<file path="src/rtl/sw_test_status_pkg.sv">
// Shared status codes, per-channel state encoding and helpers for the
// multi-channel software test-status monitor.
package sw_test_status_pkg;

  typedef enum logic [15:0] {
    UnderReset = 16'h016f,
    InBootRom  = 16'hb090,
    InTest     = 16'h4354,
    InWfi      = 16'h1d1e,
    Passed     = 16'h900d,
    Failed     = 16'hbaad
  } sw_test_status_e;

  typedef enum logic [2:0] {
    ST_RESET   = 3'd0,
    ST_BOOT    = 3'd1,
    ST_TEST    = 3'd2,
    ST_WFI     = 3'd3,
    ST_PASSED  = 3'd4,
    ST_FAILED  = 3'd5,
    ST_TIMEOUT = 3'd6
  } ch_state_e;

  function automatic logic is_terminal(input ch_state_e s);
    return (s == ST_PASSED) || (s == ST_FAILED) || (s == ST_TIMEOUT);
  endfunction

endpackage

</file>
<file path="src/rtl/sw_test_status_ch.sv">
// One status channel: status word, progress FSM, stall counter and sticky
// error flag. Terminal states freeze everything until reset.
module sw_test_status_ch
  import sw_test_status_pkg::*;
#(
  parameter int WIDTH   = 32,
  parameter int TIMEOUT = 1024
) (
  input  logic             clk,
  input  logic             rst,
  input  logic             wr_valid_i,
  input  logic [WIDTH-1:0] wr_data_i,
  output logic [WIDTH-1:0] status_o,
  output logic [2:0]       state_o,
  output logic             err_o,
  output logic             terminal_o,
  output logic             passed_o,
  output logic             failed_o
);

  localparam int CW = $clog2(TIMEOUT + 1);
  localparam logic [CW-1:0] CNT_LAST = CW'(TIMEOUT - 1);
  localparam logic [CW-1:0] CNT_MAX  = CW'(TIMEOUT);

  ch_state_e        state_q, state_d, nxt;
  logic [WIDTH-1:0] status_q, status_d;
  logic             err_q, err_d;
  logic [CW-1:0]    cnt_q, cnt_d;
  logic             legal;
  logic             upper_zero;
  logic [15:0]      code;

  assign code       = wr_data_i[15:0];
  // A word with any bit set above the code field is never a valid code.
  assign upper_zero = ((wr_data_i >> 16) == '0);

  always_comb begin
    state_d  = state_q;
    status_d = status_q;
    err_d    = err_q;
    cnt_d    = cnt_q;
    nxt      = state_q;
    legal    = 1'b0;
    if (!is_terminal(state_q)) begin
      if (wr_valid_i) begin
        status_d = wr_data_i;
        if (upper_zero) begin
          case (code)
            Failed:     begin nxt = ST_FAILED; legal = 1'b1; end
            UnderReset: begin nxt = ST_RESET;  legal = 1'b1; end
            InBootRom: if (state_q == ST_RESET) begin
              nxt = ST_BOOT; legal = 1'b1;
            end
            InTest: if (state_q == ST_BOOT || state_q == ST_WFI) begin
              nxt = ST_TEST; legal = 1'b1;
            end
            InWfi: if (state_q == ST_TEST) begin
              nxt = ST_WFI; legal = 1'b1;
            end
            Passed: if (state_q == ST_TEST || state_q == ST_WFI) begin
              nxt = ST_PASSED; legal = 1'b1;
            end
            default: ;
          endcase
        end
        if (legal) state_d = nxt;
        else       err_d   = 1'b1;
        if (state_q == ST_TEST || state_d == ST_TEST) cnt_d = '0;
      end else if (state_q == ST_TEST) begin
        if (cnt_q == CNT_LAST) state_d = ST_TIMEOUT;
        if (cnt_q != CNT_MAX)  cnt_d   = cnt_q + 1'b1;
      end
    end
  end

  always_ff @(posedge clk) begin
    if (rst) begin
      state_q  <= ST_RESET;
      status_q <= WIDTH'(UnderReset);
      err_q    <= 1'b0;
      cnt_q    <= '0;
    end else begin
      state_q  <= state_d;
      status_q <= status_d;
      err_q    <= err_d;
      cnt_q    <= cnt_d;
    end
  end

  assign status_o   = status_q;
  assign state_o    = state_q;
  assign err_o      = err_q;
  assign terminal_o = is_terminal(state_q);
  assign passed_o   = (state_q == ST_PASSED);
  assign failed_o   = (state_q == ST_FAILED) || (state_q == ST_TIMEOUT);

endmodule

</file>
<file path="src/rtl/sw_test_status_mon.sv">
// Multi-channel software test-status monitor: NUM_CH independent channels
// plus aggregate done/pass/fail flags for the end-of-test logic.
module sw_test_status_mon
  import sw_test_status_pkg::*;
#(
  parameter int NUM_CH  = 4,
  parameter int WIDTH   = 32,
  parameter int TIMEOUT = 1024
) (
  input  logic                    clk,
  input  logic                    rst,
  input  logic [NUM_CH-1:0]       wr_valid,
  input  logic [NUM_CH*WIDTH-1:0] wr_data,
  output logic [NUM_CH*WIDTH-1:0] status,
  output logic [NUM_CH*3-1:0]     ch_state,
  output logic [NUM_CH-1:0]       ch_err,
  output logic                    all_done,
  output logic                    all_passed,
  output logic                    any_failed
);

  logic [NUM_CH-1:0] term;
  logic [NUM_CH-1:0] pass;
  logic [NUM_CH-1:0] fail;

  for (genvar gi = 0; gi < NUM_CH; gi++) begin : g_ch
    sw_test_status_ch #(
      .WIDTH  (WIDTH),
      .TIMEOUT(TIMEOUT)
    ) u_ch (
      .clk       (clk),
      .rst       (rst),
      .wr_valid_i(wr_valid[gi]),
      .wr_data_i (wr_data[gi*WIDTH +: WIDTH]),
      .status_o  (status[gi*WIDTH +: WIDTH]),
      .state_o   (ch_state[gi*3 +: 3]),
      .err_o     (ch_err[gi]),
      .terminal_o(term[gi]),
      .passed_o  (pass[gi]),
      .failed_o  (fail[gi])
    );
  end

  assign all_done   = &term;
  assign all_passed = &pass;
  assign any_failed = |fail;

endmodule

</file>
<file path="config.mk">
export PLATFORM = sky130hd
export DESIGN_NAME = sw_test_status_mon
export DESIGN_NICKNAME = d
export VERILOG_FILES = /design/src/rtl/sw_test_status_pkg.sv /design/src/rtl/sw_test_status_ch.sv /design/src/rtl/sw_test_status_mon.sv
export SDC_FILE = /design/constraint.sdc
export NUM_CORES = 1
export LEC_CHECK = 0
export ABC_CLOCK_PERIOD_IN_PS = 4200
export BUFFER_PORTS_ARGS = -buffer_cell sky130_fd_sc_hd__buf_4
export CORE_ASPECT_RATIO = 0.5
export CORE_MARGIN = 3
export CORE_UTILIZATION = 52
export CTS_CLUSTER_SIZE = 25
export DETAILED_ROUTE_END_ITERATION = 10
export GPL_TIMING_DRIVEN = 1
export HOLD_SLACK_MARGIN = 0.12
export PLACE_DENSITY_LB_ADDON = 0.1
export SLEW_MARGIN = 30
export SYNTH_ARGS = -nofsm -noshare
export SYNTH_HDL_FRONTEND = slang
export SYNTH_SLANG_ARGS = --single-unit
</file>
<file path="constraint.sdc">
create_clock -name clk -period 4.2 [get_ports clk]
set_input_delay 0.63 -clock clk [delete_from_list [all_inputs] [get_ports clk]]
set_output_delay 0.63 -clock clk [all_outputs]
set_load 0.05 [all_outputs]
</file>
==> run_results.csv, run 1 <==
group,metric,value,unit
routing,wire_per_inst,15.81,µm
worst_setup_path,critPathSlowestCell,"or4_4",
worst_setup_path,worstPathRequired,4.55,ns
yosys,netlist_instances,1265,
timing,fin_setup_tns,0,ns
floorplanning,die_y,100.9,µm
finish,synthToLayoutAreaGrowth,28.76,%
worst_setup_path,critical_path.top_delay_family,"simple AND/OR/NAND/NOR gates",
worst_setup_path,path_max_fanout,18,
worst_setup_path,critPathKind,"input port to flip-flop",
global_routing,grt_max_degree,73,
floorplanning,dieArea,19760,µm²
floorplanning,core-area,17530,µm²
clock_network,cts_setup_buffers,0,
routing,drt_pre_antenna_iters,5,
floorplanning,start_util,0.5346,
timing,fmax,0.2890,GHz
yosys,syn_area,9370,µm²
power_and_ir_drop,ir_drop,0.2704,mV
placed_design,port_buffers,280,
timing,worst_pin_slew,0.8025,ns
global_routing,track_usage,0.2674,
timing,worst_slack,0.7396,ns
yosys,yosysUniqueCellTypes,76,
clock_network,clk_path_buf_depth,2,
yosys,synth_nets,1407,
worst_setup_path,path_buf_inv,1,
power_and_ir_drop,power.density,364.9,nW/µm²
yosys,synth_edf_count,0,
power_and_ir_drop,leakagePower,0.004930,µW
finish,ff_latch_area,3764,µm²
timing,drv_slew,0,
clock_network,cts_buffers,17,
worst_setup_path,cpMostUsedCell,"or4_4",
clock_network,clock_latency,0.43,ns
min_path,hold_path_class,"input port to flip-flop",
placed_design,place_congestion,0.9412,
routing,drt_iter0_markers,658,
routing,drc,0,
clock_network,cts_max_level,4,
routing,vias_per_cell,5.772,
yosys,seq_area_frac_synth,0.4017,
global_routing,gr-total-overflow,0,
finish,fin_nets,1639,
worst_setup_path,start_kind,"input port",
finish,antenna_cells,0,
timing,slew_headroom,0.4639,
clock_network,clk_pin_slew,0.07,ns
clock_network,cts_sinks,188,
yosys,yosysWarnings,0,
timing,skew,0.01052,ns
clock_network,post_cts_resized,0,
timing,post-route-min-period,3.460,ns
global_routing,grt_pass1_vias,9010,
clock_network,root_buffer,"clkbuf_16",
clock_network,ctsHoldBuffers,0,
floorplanning,io_pins,281,
yosys,ys_seq_elements,188,
worst_setup_path,crit_chain,"buf_4, or4_4, nor4_1, a32o_2, a2111oi_1, or4_4, a211oi_2, a21oi_2, or4_1, a21oi_1",
global_routing,antenna_found_initial,0,
yosys,synthArstFlopShare,0,
yosys,postSynthAreaPerCell,7.407,µm²
routing,vias,10070,
placed_design,dp.final_hpwl,20190,µm
finish,fillCellCount,1516,
timing,rsz0062_at_grt,"false",
timing,finalHoldViolations,0,
global_routing,grt_pass1_wl,44300,µm
power_and_ir_drop,power,4403,µW
yosys,synth_flop_cell,"dfxtp_1",
floorplanning,rows,34,
finish,multi_input_area,5224,µm²
routing,ant_nets,0,
floorplanning,die_w,195.8,µm
placed_design,dp_slack,0.3705,ns
timing,finalSetupViolCount,0,
clock_network,cts_tree,"built",
worst_setup_path,crit_path_end_kind,"flip-flop",
worst_setup_path,cp_slowest_stage_delay,0.54,ns
job,maxCapViolCount,0,
worst_setup_path,worstPathArrival,3.81,ns
timing,min_period_over_period,0.8239,
finish,drive_above_1_share,0.2291,
status,status,"finished, final reports clean",
routing,wl,27570,µm
[cells in the final DEF, fill, tap and decap left out, drive strengths merged, types with 15 or more instances in the layout]
master	netlist	layout
nor3	37	37
nor4	38	38
nand2b	15	15
buf	12	289
a21oi	152	152
nand4	18	18
nor2	69	69
clkbuf	64	21
and3	25	25
nand2	310	310
inv	21	24
nand3	65	65
dfxtp	188	188
o21ai	56	56
[cell usage after synthesis (5+ instances only)]
master	instances	area, µm²
nand2_1	310	1164
dfxtp_1	188	3764
a21oi_1	151	755.7
nor2_1	69	259.0
nand3_1	65	325.3
clkbuf_1	63	236.5
o21ai_0	46	230.2
nor4_1	37	231.5
nor3_1	36	180.2
and3_1	25	156.4
inv_1	21	78.83
nand4_1	18	112.6
nand2b_1	15	93.84
or3_1	14	87.58
a211oi_1	13	97.59
or4_1	11	82.58
a31oi_1	10	62.56
and2_1	10	62.56
nor4b_1	10	87.58
o21ai_1	10	50.05
nor2b_1	9	56.30
ha_1	8	100.1
nand4b_1	8	70.07
a22o_1	7	61.31
nand3b_1	7	52.55
or4b_1	6	60.06
buf_4	5	37.54
mux2i_1	5	50.05
o31ai_1	5	37.54
[layer usage]
| layer | up-vias | track usage | routed length (µm) | share of wire |
|---|---|---|---|---|
| met5 | - | 0 | 0 | 0 |
| met4 | 0 | 0.05473 | 182 | 0.0066 |
| met3 | 17 | 0.08280 | 2572 | 0.093 |
| met2 | 368 | 0.4222 | 12310 | 0.45 |
| met1 | 4718 | 0.3648 | 12510 | 0.45 |
| li1 | 4963 | - | - | - |
[cell type report]
type,count,share of cell area
Tap cell,234,0.02427
Clock inverter,11,0.007155
Multi-Input combinational cell,980,0.4330
Inverter,21,0.006533
Sequential cell,188,0.3119
Timing Repair Buffer,289,0.1798
Clock buffer,21,0.03733
[power by group]
| part | switching [µW] | total [µW] | internal, µW |
|---|---|---|---|
| clock | 715 | 1500 | 780 |
| sequential | 67.1 | 1940 | 1880 |
| combinational | 655 | 963 | 308 |
[cell families after synthesis]
kind of cell               share of synthesized area
buffers and inverters                        0.04260
adders and majority gates                    0.01068
xor gates and xnor gates                    0.003739
AOI/OAI and AO/OA                             0.1820
and+or+nand+nor                               0.3528
muxes                                       0.006543
DFF                                           0.4017
[state kept, by name, indices dropped and copies added, names as in the netlist]
name / cells
g_ch.u_ch.err_o: 4
g_ch.u_ch.cnt_q: 44
g_ch.u_ch.state_o: 12
g_ch.u_ch.status_o: 128
[per-stage QoR]
stage / std cells / hold WS (ns) / cell area (µm²) / utilization
final: 1744 / 0.4288 / 12070 / 0.6884
after global routing: 1744 / 0.4324 / 12070 / 0.6884
after CTS: 1744 / 0.4188 / 12070 / 0.6884
after detailed placement: 1712 / 0.4482 / 11530 / 0.6578
after global placement: 1712 / 0.4418 / 11520 / 0.6571
after floorplan: 1265 / 0.4380 / 9370 / -
[worst min-delay path, stage by stage]
cell	delay [ns]
buf_4	0.09
nand2_1	0.04
nand3_1	0.06
[worst paths after layout]
path / start / slack [ns] / to / cells past startpoint
setup reg to reg: g_ch[3].u_ch.state_o[2] / 0.88 / g_ch[3].u_ch.cnt_q[4] / 9
setup / recovery: wr_data[103] / 0.74 / g_ch[3].u_ch.cnt_q[4] / 10
hold / removal: wr_data[70] / 0.43 / g_ch[2].u_ch.status_o[6] / 3
hold reg to reg: g_ch[1].u_ch.status_o[29] / 0.46 / g_ch[1].u_ch.status_o[29] / 2
Note: power is estimated with default switching activity, not from simulation.
==> run 2: changes to the inputs <==
--- a/config.mk
+++ b/config.mk
@@ -5,7 +5,7 @@
 export SDC_FILE = /design/constraint.sdc
 export NUM_CORES = 1
 export LEC_CHECK = 0
-export ABC_CLOCK_PERIOD_IN_PS = 4200
+export ABC_CLOCK_PERIOD_IN_PS = 3500
 export BUFFER_PORTS_ARGS = -buffer_cell sky130_fd_sc_hd__buf_4
 export CORE_ASPECT_RATIO = 0.5
 export CORE_MARGIN = 3
==> constraint.sdc (replaced) <==
create_clock -name clk -period 3.5 [get_ports clk]
set_input_delay 0.525 -clock clk [delete_from_list [all_inputs] [get_ports clk]]
set_output_delay 0.525 -clock clk [all_outputs]
set_load 0.05 [all_outputs]
==> run 2 against run 1 <==
Against the previous run:
- flip-flop and latch count unchanged
- total power up 25%
- count of clock-buffer cells in the layout down 2
- combinational power up 23%
- global-route usage up 1.1 points
- first-iteration DRC count down 7.1%
- clock power up 33%
- highest routed layer unchanged
==> run_results.csv, run 2 (same netlist as run 1, synthesis figures left out) <==
group,metric,value,unit
status,status,"finished, final reports clean",
placed_design,dp.cells,1740,
finish,instances_no_fill,1772,
finish,final_common_cell,"buf_4",
timing,finalSetupViolCount,0,
worst_setup_path,worstPathArrival,3.54,ns
finish,antenna_cells,0,
timing,rsz0062_at_grt,"false",
clock_network,clk_pin_slew,0.08,ns
clock_network,clk_path_buf_depth,2,
finish,fin_nets,1667,
finish,mostFrequentLayoutCells,"buf_4, nand2_1, dfxtp_1",
placed_design,dp.final_hpwl,20860,µm
global_routing,track_usage,0.2785,
min_path,hold_path_class,"input port to flip-flop",
worst_setup_path,worstPathRequired,3.87,ns
timing,finalHoldViolations,0,
timing,drv_slew,0,
routing,drt_iter0_markers,611,
floorplanning,die_w,195.8,µm
power_and_ir_drop,ir_drop,0.3476,mV
clock_network,ctsHoldBuffers,0,
floorplanning,start_util,0.5346,
timing,post-route-min-period,3.174,ns
worst_setup_path,start_kind,"input port",
timing,fmax,0.3151,GHz
floorplanning,die_y,100.9,µm
worst_setup_path,crit_chain,"buf_4, or4_4, nor4_1, a32o_2, a2111oi_1, or4_4, a211oi_2, a21oi_2, buf_4, or3_1, a21oi_1",
routing,wl,28740,µm
clock_network,cts_max_level,4,
timing,slew_headroom,0.3999,
routing,drc,0,
routing,vias,10200,
timing,worst_pin_slew,0.9002,ns
global_routing,grt_pass1_vias,9298,
floorplanning,dieArea,19760,µm²
floorplanning,rows,34,
timing,min_period_over_period,0.9069,
floorplanning,core-area,17530,µm²
job,maxCapViolCount,0,
worst_setup_path,crit_path_end_kind,"flip-flop",
global_routing,grt_pass1_wl,45790,µm
placed_design,port_buffers,280,
finish,drive_above_1_share,0.2432,
finish,largest_reg_flops,128,
floorplanning,io_pins,281,
clock_network,cts_setup_buffers,0,
finish,fillCellCount,1480,
routing,wire_per_inst,16.22,µm
timing,skew,0.01291,ns
placed_design,placed_area,11740,µm²
routing,drt_pre_antenna_iters,5,
clock_network,cts_buffers,17,
finish,synthToLayoutAreaGrowth,31.69,%
routing,vias_per_cell,5.756,
worst_setup_path,critPathSlowestCell,"or4_4",
power_and_ir_drop,leakagePower,0.005110,µW
clock_network,cts_sinks,188,
clock_network,clock_latency,0.44,ns
global_routing,grt_max_degree,86,
routing,ant_nets,0,
worst_setup_path,path_max_fanout,9,
clock_network,post_cts_resized,0,
placed_design,place_congestion,0.9411,
finish,fin_area,12340,µm²
clock_network,root_buffer,"clkbuf_16",
clock_network,cts_tree,"built",
power_and_ir_drop,power.density,446.5,nW/µm²
worst_setup_path,critPathKind,"input port to flip-flop",
worst_setup_path,cp_slowest_stage_delay,0.54,ns
global_routing,gr-total-overflow,0,
global_routing,antenna_found_initial,0,
[run 2: cell count changes in the layout (fill, tap and decap cells not counted), sizes merged]
cell      delta
clkinv       -1
clkbuf       -2
bufinv       +2
clkinvlp     -2
buf         +28
inv          +3
[run 2: per-layer routing]
layer / wire (µm) / GRT usage
met1: 12600 / 0.3770
met2: 13050 / 0.4460
met3: 2693 / 0.07780
met4: 388 / 0.06568
met5: 0 / 0
[run 2: worst paths after layout]
path	slack (ns)	cells after the start	end	from
worst max-delay path	0.33	11	g_ch[3].u_ch.cnt_q[10]	wr_data[103]
worst min-delay path	0.33	3	g_ch[1].u_ch.status_o[8]	wr_data[40]
worst max register to register	0.46	11	g_ch[3].u_ch.cnt_q[10]	g_ch[3].u_ch.state_o[2]
worst min register to register	0.45	2	g_ch[0].u_ch.status_o[13]	g_ch[0].u_ch.status_o[13]
[run 2: where the power goes]
group          switching, µW  total [µW]  internal (µW)
Sequential              77.7        2330           2250
Combinational            798        1180            381
Clock                    906        2000           1090
[run 2: worst max-delay path, delay by kind of cell]
kind | cells | cell delay, ns
compound gates | 5 | 0.87
buf+inv | 2 | 0.30
simple gates | 4 | 1.84
[run 2: area by class of cell]
class | count | area (µm²) | area share
Clock inverter | 13 | 156.4 | 0.01267
Timing Repair Buffer | 317 | 2380 | 0.1929
Sequential cell | 188 | 3764 | 0.3050
Inverter | 21 | 78.83 | 0.006388
Multi-Input combinational cell | 980 | 5225 | 0.4234
Clock buffer | 19 | 442.9 | 0.03590
Tap cell | 234 | 292.8 | 0.02373
[run 2: per-stage QoR]
stage / utilization / setup TNS, ns / hold slack, ns / worst slack [ns] / power [µW]
6_report: 0.7040 / 0 / 0.3257 / 0.3259 / 5509
5_1_grt: 0.7040 / 0 / 0.3255 / 0.1904 / 5725
4_1_cts: 0.7040 / 0 / 0.3152 / 0.3591 / 5534
3_5_place_dp: 0.6698 / -0.4411 / 0.4488 / -0.08346 / 3551
3_3_place_gp: 0.6694 / 0 / 0.4423 / 0.01598 / 3533
2_1_floorplan: - / 0 / 0.4380 / 0.2091 / 3099
==> run 3: changes to the inputs <==
--- a/config.mk
+++ b/config.mk
@@ -8,7 +8,7 @@
 export ABC_CLOCK_PERIOD_IN_PS = 3500
 export BUFFER_PORTS_ARGS = -buffer_cell sky130_fd_sc_hd__buf_4
 export CORE_ASPECT_RATIO = 0.5
-export CORE_MARGIN = 3
+export CORE_MARGIN = 5
 export CORE_UTILIZATION = 52
 export CTS_CLUSTER_SIZE = 25
 export DETAILED_ROUTE_END_ITERATION = 10
==> constraint.sdc (replaced) <==
create_clock -name clk -period 3.5 [get_ports clk]
set_input_delay 0.525 -clock clk [delete_from_list [all_inputs] [get_ports clk]]
set_output_delay 0.525 -clock clk [all_outputs]
set_load 0.02 [all_outputs]
==> run 3 against run 2 <==
Against the previous run:
- non-clock buffer count rose by 2
- utilization rose by 0.071 points
- critical path depth grew 1
- worst setup slack better by 0.089 ns
- flip-flop and latch count unchanged
- count of clock-buffer cells in the layout decreased by 2
- clock skew decreased by 0.00058 ns
- sequential power hardly changed
- combinational power fell by 21%
- die area increased by 6.1%
- critical endpoint is now g_ch[3].u_ch.cnt_q[9]
==> run_results.csv, run 3 (same netlist as run 1, synthesis figures left out) <==
group,metric,value,unit
status,status,"finished, final reports clean",
routing,drt_pre_antenna_iters,5,
min_path,min_path_cells,3,
floorplanning,start_util,0.5346,
placed_design,place_congestion,0.9382,
global_routing,antenna_found_initial,0,
timing,finalHoldViolations,0,
clock_network,ctsHoldBuffers,0,
worst_setup_path,crit_path_end_kind,"flip-flop",
finish,synthToLayoutAreaGrowth,31.82,%
worst_setup_path,critPathSlowestCell,"or4_4",
timing,skew,0.01232,ns
timing,min_period_over_period,0.8815,
worst_setup_path,path_max_fanout,8,
finish,drive_above_1_share,0.2442,
clock_network,cts_setup_buffers,0,
power_and_ir_drop,ir_drop,0.3693,mV
clock_network,cts_max_level,4,
worst_setup_path,worstPathArrival,3.45,ns
worst_setup_path,r2r-end,"g_ch[0].u_ch.cnt_q[7]",
clock_network,cts_sinks,188,
finish,mostFrequentLayoutCells,"buf_4, nand2_1, dfxtp_1",
timing,fin_setup_tns,0,ns
floorplanning,die_y,104.9,µm
timing,slew_headroom,0.4876,
clock_network,post_cts_resized,0,
worst_setup_path,cp_slowest_stage_delay,0.54,ns
routing,drc,0,
min_path,hold_end,"g_ch[2].u_ch.status_o[6]",
timing,rsz0062_at_grt,"false",
finish,largest_reg_flops,128,
routing,vias_per_cell,5.764,
worst_setup_path,cpMostUsedCell,"buf_4",
timing,drv_slew,0,
job,maxCapViolCount,0,
power_and_ir_drop,power.density,427.2,nW/µm²
placed_design,port_buffers,280,
power_and_ir_drop,leakagePower,0.005125,µW
timing,post-route-min-period,3.085,ns
worst_setup_path,r2r_cells,10,
worst_setup_path,regToRegStartpoint,"g_ch[0].u_ch.state_o[2]",
worst_setup_path,worstPathRequired,3.86,ns
worst_setup_path,critPathKind,"input port to flip-flop",
floorplanning,core-area,17530,µm²
routing,wire_per_inst,16.39,µm
timing,worst_pin_slew,0.7686,ns
global_routing,grt_pass1_wl,46460,µm
finish,fin_nets,1669,
placed_design,dp.cells,1742,
finish,instances_no_fill,1774,
timing,fmax,0.3241,GHz
worst_setup_path,path_buf_inv,3,
routing,vias,10230,
worst_setup_path,start_kind,"input port",
clock_network,clk_path_buf_depth,2,
routing,drt_iter0_markers,721,
floorplanning,die_w,199.8,µm
finish,antenna_cells,0,
global_routing,grt_max_degree,70,
global_routing,track_usage,0.2647,
worst_setup_path,critical_path.top_delay_family,"simple AND/OR/NAND/NOR gates",
global_routing,gr-total-overflow,0,
worst_setup_path,r2r_slack,0.57,ns
floorplanning,dieArea,20970,µm²
floorplanning,io_pins,281,
clock_network,clock_latency,0.44,ns
clock_network,cts_buffers,17,
clock_network,root_buffer,"clkbuf_16",
worst_setup_path,crit_chain,"buf_4, or4_4, nor4_1, buf_4, a32o_2, a2111oi_1, or4_4, a211oi_2, a21oi_2, buf_4, or3_1, a21oi_1",
finish,final_common_cell,"buf_4",
routing,ant_nets,0,
clock_network,cts_tree,"built",
min_path,hold_path_class,"input port to flip-flop",
floorplanning,rows,34,
placed_design,dp.final_hpwl,21690,µm
global_routing,grt_pass1_vias,9421,
clock_network,clk_pin_slew,0.07,ns
routing,wl,29080,µm
timing,finalSetupViolCount,0,
min_path,min_from,"wr_data[70]",
[run 3: cell count changes in the layout (fill, tap and decap cells not counted)]
cell	delta
buf_4	+2
inv_8	+1
clkbuf_1	-1
clkbuf_8	-1
inv_6	+2
clkinvlp_4	-1
nor4_1	+1
nor4_2	-1
[run 3: power by group]
group | total (µW) | switching (µW) | internal (µW)
clock network | 2020 | 931 | 1090
logic | 931 | 552 | 379
registers | 2330 | 77.5 | 2250
total | 5280 | 1560 | 3720
[run 3: per-stage QoR]
stage	instance area [µm²]	utilization	total power, µW	setup WS (ns)	hold WS [ns]
3_5_place_dp	11750	0.6703	3304	0.02043	0.4470
6_report	12350	0.7047	5276	0.4147	0.3251
3_3_place_gp	11740	0.6699	3285	0.03007	0.4424
2_1_floorplan	9370	-	2852	0.2091	0.4380
4_1_cts	12350	0.7047	5306	0.4478	0.3094
5_1_grt	12350	0.7047	5518	0.1903	0.3171
[run 3: worst max path at each step]
stage | depth (start not counted) | slack [ns] | start | to
2_1_floorplan | 10 | 0.21 | wr_data[70] | g_ch[2].u_ch.cnt_q[5]
3_3_place_gp | 12 | 0.03 | wr_data[103] | g_ch[3].u_ch.cnt_q[10]
3_5_place_dp | 12 | 0.02 | wr_data[103] | g_ch[3].u_ch.cnt_q[3]
4_1_cts | 12 | 0.45 | wr_data[103] | g_ch[3].u_ch.cnt_q[2]
5_1_grt | 10 | 0.19 | wr_data[7] | g_ch[0].u_ch.cnt_q[7]
6_report | 12 | 0.41 | wr_data[103] | g_ch[3].u_ch.cnt_q[9]
[run 3: worst register-to-register path: cells and delay by family, from the launching register on]
kind / cells / cell delay, ns
AND/OR/NAND/NOR: 5 / 1.57
buffers and inverters: 1 / 0.20
AO/OA/AOI/OAI: 4 / 0.75
flip-flops: 1 / 0.33
[run 3: layout make-up]
type                    instances  area, µm²
clock inverters                15      177.7
well taps                     234      292.8
inverters                      21      78.83
fillers                      1463       5175
flip-flops and latches        188       3764
multi-input cells             980       5219
clock buffers                  17      425.4
repair buffers                319       2395
[run 3: routing by layer]
layer / vias up / share of wire / track usage
met4: 0 / 0.012 / 0.05572
met5: - / 0 / 0
met1: 4784 / 0.44 / 0.3534
li1: 5027 / - / -
met3: 39 / 0.088 / 0.06559
met2: 375 / 0.46 / 0.4377
